## src/rtl/packet_timer.sv

```systemverilog
// Bit/byte/packet timer for the USB TX/RX paths: divides clk into bit periods and counts bits
// into bytes and bytes into packets. Define PACKET_TIMER_RESYNC_EN to realign on line edges.
// The line-transition input is named line_edge because "edge" is a SystemVerilog keyword.
module packet_timer #(
  parameter int unsigned CLKS_PER_BIT = 8,
  parameter int unsigned BYTE_BITS    = 8,
  parameter int unsigned SIZE_W       = 7,
  parameter int unsigned SAMPLE_PHASE = 3,
  localparam int unsigned BitW        = $clog2(BYTE_BITS),
  localparam int unsigned CntW        = $clog2(CLKS_PER_BIT)
) (
  input  logic              clk,
  input  logic              rst,
  input  logic              start,
  input  logic [SIZE_W-1:0] packet_size,
  input  logic              abort,
  input  logic              stall,
  input  logic              line_edge,
  output logic              busy,
  output logic              bit_strobe,
  output logic              byte_done,
  output logic              packet_done,
  output logic [SIZE_W-1:0] byte_count,
  output logic [BitW-1:0]   bit_count
);

  typedef enum logic {StIdle, StRun} state_e;

  localparam logic [CntW-1:0] LastCnt   = CntW'(CLKS_PER_BIT - 1);
  localparam logic [CntW-1:0] SampleCnt = CntW'(SAMPLE_PHASE);
  localparam logic [BitW-1:0] LastBit   = BitW'(BYTE_BITS - 1);

  state_e            state_q;
  logic [CntW-1:0]   clk_cnt_q;
  logic [SIZE_W-1:0] size_q;
  logic              bit_end;

  assign bit_end = (clk_cnt_q == LastCnt);

`ifndef PACKET_TIMER_RESYNC_EN
  logic unused_line_edge;
  assign unused_line_edge = line_edge;
`endif

  always_ff @(posedge clk) begin
    if (rst) begin
      state_q     <= StIdle;
      clk_cnt_q   <= '0;
      size_q      <= '0;
      busy        <= 1'b0;
      bit_strobe  <= 1'b0;
      byte_done   <= 1'b0;
      packet_done <= 1'b0;
      byte_count  <= '0;
      bit_count   <= '0;
    end else begin
      bit_strobe  <= 1'b0;
      byte_done   <= 1'b0;
      packet_done <= 1'b0;
      unique case (state_q)
        StIdle: begin
          // abort is ignored here, so start always wins a same-cycle collision
          if (start) begin
            clk_cnt_q  <= '0;
            byte_count <= '0;
            bit_count  <= '0;
            if (packet_size == '0) begin
              packet_done <= 1'b1;
            end else begin
              size_q  <= packet_size;
              state_q <= StRun;
              busy    <= 1'b1;
            end
          end
        end
        StRun: begin
          if (abort) begin
            state_q    <= StIdle;
            busy       <= 1'b0;
            clk_cnt_q  <= '0;
            byte_count <= '0;
            bit_count  <= '0;
          end else begin
            bit_strobe <= (clk_cnt_q == SampleCnt);
            if (bit_end) begin
              clk_cnt_q <= '0;
              // a stalled bit-end is a stuff bit: the period elapses but nothing is counted
              if (!stall) begin
                if (bit_count == LastBit) begin
                  bit_count  <= '0;
                  byte_count <= byte_count + SIZE_W'(1);
                  byte_done  <= 1'b1;
                  if (byte_count + SIZE_W'(1) == size_q) begin
                    packet_done <= 1'b1;
                    state_q     <= StIdle;
                    busy        <= 1'b0;
                  end
                end else begin
                  bit_count <= bit_count + BitW'(1);
                end
              end
            end
`ifdef PACKET_TIMER_RESYNC_EN
            // the edge cycle itself counts as clk_cnt 0
            else if (line_edge) begin
              clk_cnt_q <= CntW'(1);
            end
`endif
            else begin
              clk_cnt_q <= clk_cnt_q + CntW'(1);
            end
          end
        end
        default: state_q <= StIdle;
      endcase
    end
  end

endmodule

```

## config.mk

```make
export PLATFORM = sky130hd
export DESIGN_NAME = packet_timer
export DESIGN_NICKNAME = d
export VERILOG_FILES = /design/src/rtl/packet_timer.sv
export SDC_FILE = /design/constraint.sdc
export NUM_CORES = 1
export LEC_CHECK = 0
export ABC_AREA = 1
export BUFFER_PORTS_ARGS = -buffer_cell sky130_fd_sc_hd__buf_2
export CELL_PAD_IN_SITES_DETAIL_PLACEMENT = 1
export CELL_PAD_IN_SITES_GLOBAL_PLACEMENT = 2
export CORE_AREA = 2 2 69 71
export CTS_CLUSTER_DIAMETER = 120
export DETAILED_ROUTE_END_ITERATION = 16
export DIE_AREA = 0 0 71 73
export PLACE_DENSITY = 0.87
export SLEW_MARGIN = 30
export SYNTH_ARGS = -nofsm -noshare
export SYNTH_HDL_FRONTEND = slang
export SYNTH_SLANG_ARGS = --single-unit
```

## constraint.sdc

```tcl
create_clock -name clk -period 3.5 [get_ports clk]
set_input_delay 0.35 -clock clk [delete_from_list [all_inputs] [get_ports clk]]
set_output_delay 0.35 -clock clk [all_outputs]
set_load 0.02 [all_outputs]
```

==> impl_metrics.tcl <==
set metrics [dict create \
    reg2reg_depth 12 \
    synth-main-ff-cell "dfxtp_1" \
    worstMarginPinSlew_ps 411 \
    synthToLayoutAreaGrowth_pct 16.3 \
    cp_cell_sequence "ha_1, nand2_2, nor2_4, nand3_1, nand3_1, nand2_1, nor2_2, nand2_2, nand2_2, nand3_1, nand2_1, nor2_2" \
    final_critical_path_setup_slack_ps 1710 \
    p_sw_mw 0.172 \
    synth_compound_gate_area_share_pct 13.8 \
    nets 231 \
    placement.setup.worst_slack_ps 1720 \
    synth_top_area_share_pct 36.5 \
    critical_path.n_buffers_inverters 0 \
    post_drt_wl_per_cell_um 12.2 \
    worstPathRequired_ps 3680 \
    synth_simple_gate_area_share_pct 33.3 \
    share_of_the_synthesized_netlist_area_taken_by_xor_and_xnor_gates_pct 1.28 \
    routed_wirelength_um 3240 \
    io_pins 27 \
    drt-vias-per-instance 4.64 \
    mappedNetlistNets 204 \
    drc 0 \
    max-cap-violations 0 \
    fin_crit_ps 1790 \
    slowest_stage "dfxtp_1" \
    cell_count_after_synthesis 185 \
    p_seq_share_pct 52.6 \
    p_leak_nw 0.744 \
    critical-path-top-delay-family "simple AND/OR/NAND/NOR gates" \
    power_frac_comb_pct 16.3 \
    cts.sink_count 25 \
    gr-usage-all-layers_pct 13.7 \
    hold_path_startpoint "packet_size[0]" \
    final.setup_skew_ps 3.82 \
    cp.depth 12 \
    setup_total_negative_slack_ps 0 \
    finalHoldViolations 0 \
    drt_first_iter_violations 76 \
    intPower_mw 0.410 \
    floorplan.rows 25 \
    ys_seq_elements 25 \
    synth_enable_flop_cells 0 \
    core_region_area_mm2 0.00454 \
    synth_seq_area_share_pct 36.5 \
    htree_num_levels 1 \
    syn_avg_cell_area_um2 7.41 \
    fp.dieH_um 73 \
    ir_worst_vdd_uv 150 \
    critical_path.reg2reg.startpoint "byte_count[0]" \
    via_count_of_the_first_global_routing_pass 1195 \
    power.switching_fraction_pct 29.6 \
    hold_ws_ps 331 \
    dp_hpwl_um 2580 \
    max-slew-margin-rel_pct 72.6 \
    timing.critical_path.slowest_cell_delay_ps 470 \
    cp_max_fo 6 \
    drv_slew 0 \
    clockPowerShare_pct 31.1 \
    cts_setup_buffers 0 \
    first_pass_grt_wire_length_um 5630 \
    netlist_top_cells_count "nand2_1 (35), inv_1 (27), dfxtp_1 (25)" \
    via_count 1229 \
    cell_area_after_synthesis_mm2 0.00137 \
    yosysTopAreaCell "dfxtp_1" \
    final.period_utilization_pct 51.1 \
    crit_arrival_ps 1970 \
    global_route.overflow_total 0 \
    min_path_type "input port to register" \
    post_cts.resized_instances 0 \
    grt_max_degree 15 \
    antenna_found_initial 0 \
    end_kind "register" \
    synth_fa_ha_area_share_pct 5.48 \
    fmax_ghz 0.559 \
    cp-start-kind "register" \
    num_antenna_cells 0 \
    buffer_ports.inserted 25 \
    cts-root-to-sink-buffers 2 \
    synth.top_cells.by_area "dfxtp_1 (37%), nand2_1 (9.6%), nand3_1 (7.7%), inv_1 (7.4%), ha_1 (5.5%)" \
    ctsRootBufferMaster "clkbuf_8" \
    criticalPathCategory "register to register" \
    drtPass1Iterations 4 \
    route.antenna.remaining_nets 0 \
    run_status "finished clean" \
    finalWeightedCongestion 0.755 \
    clk_latency_ps 280 \
    rsz0062_at_grt "no" \
    cts-buffers-inserted 3 \
    die_x_um 71 \
    starting_density_pct 30.2 \
    tritoncts "done" \
    report.final.setup_viol 0 \
    clk_pin_slew_worst_paths_ps 90 \
    cp-startpoint "byte_count[0]" \
    floorplan.die_area_mm2 0.00518 \
    async_reset_ff_share_pct 0 \
    synth.most_common_cell "nand2_1" \
    synth_top_family_by_area "simple AND/OR/NAND/NOR gates" \
    ctsHoldBuffers 0 \
    fill_cells 585 \
    synth.area.mux_share_pct 0 \
    post_route_cells_drive_above_1_share_pct 26.5 \
    hold_crit_depth 3 \
    yosysWarnings 0 \
    distinct_cells_synth 29 \
    powerDensity_mw_per_mm2 365 \
]
[power groups by stage]
stage	Combinational (mW)	Clock (mW)	Sequential (mW)
floorplan	0.0654	0	0.316
global placement	0.0943	0	0.313
detailed placement	0.0963	0	0.313
CTS	0.0970	0.191	0.307
global route	0.109	0.201	0.309
finish	0.0947	0.181	0.306
[through the flow]
stage / std cells / util, % / power (mW) / cell area, µm²
floorplan: 185 / - / 0.381 / 1370
global placement: 261 / 34.1 / 0.407 / 1550
detailed placement: 261 / 34.1 / 0.410 / 1550
CTS: 265 / 35.1 / 0.594 / 1590
global route: 265 / 35.1 / 0.619 / 1590
finish: 265 / 35.1 / 0.582 / 1590
[flip-flops by register name, summed over array words and instances, names as in the netlist]
register     cells
bit_strobe       1
byte_done        1
size_q           7
packet_done      1
byte_count       7
busy             1
state_q          1
clk_cnt_q        3
bit_count        3
[per-layer routing]
| metal | GRT usage (%) | wire (µm) | vias up |
|---|---|---|---|
| li1 | - | - | 651 |
| met1 | 18.2 | 1590 | 556 |
| met2 | 22.6 | 1510 | 17 |
| met3 | 2.07 | 83 | 5 |
| met4 | 5.03 | 51 | 0 |
| met5 | 0 | 0 | - |
[kinds of logic (layout without fill, tap and decap cells)]
| family | after synthesis | in the layout |
|---|---|---|
| AOI/OAI and AO/OA | 30 | 30 |
| xor gates and xnor gates | 2 | 2 |
| adders and majority gates | 6 | 6 |
| buffers and inverters | 34 | 60 |
| DFF | 25 | 25 |
| and+or+nand+nor | 88 | 88 |
[final cells by class]
type / instances / area [µm²] / share of cell area (%)
Sequential cell: 25 / 500 / 31.4
Inverter: 31 / 116 / 7.30
Clock inverter: 1 / 5.00 / 0.314
Clock buffer: 3 / 41.3 / 2.59
Timing Repair Buffer: 25 / 125 / 7.85
Multi-Input combinational cell: 126 / 738 / 46.3
Tap cell: 54 / 67.6 / 4.24
[worst reg2reg max path, cell delays in order (launching register included)]
cell,delay [ps]
dfxtp_1,470
ha_1,270
nand2_2,120
nor2_4,110
nand3_1,100
nand3_1,100
nand2_1,60
nor2_2,100
nand2_2,80
nand2_2,90
nand3_1,70
nand2_1,90
nor2_2,50
[cells in the final DEF, fill, tap and decap left out]
master,instances
nand2_1,35
inv_1,27
dfxtp_1,25
buf_2,25
nand3_1,21
nor2_1,11
o21ai_0,11
a21oi_1,9
nand2_2,6
ha_1,6
inv_2,4
nor2_2,4
o21ai_2,3
clkbuf_8,3
nor2_8,2
o32ai_1,2
o21ai_1,2
or2_2,2
nor4_2,1
nor2_4,1
nand4_1,1
xnor2_1,1
nand3b_1,1
xor2_1,1
a21oi_4,1
nand3_2,1
nor3_1,1
nand2_4,1
o22ai_2,1
a31oi_1,1
clkinv_2,1
[path summary, 6_finish.rpt]
kind	end	slack [ps]
worst min register to register	size_q[1]	490
worst max register to register	busy	1710
worst max-delay path	busy	1710
worst min-delay path	size_q[0]	330
No activity file was read; power rests on OpenSTA's default activity.
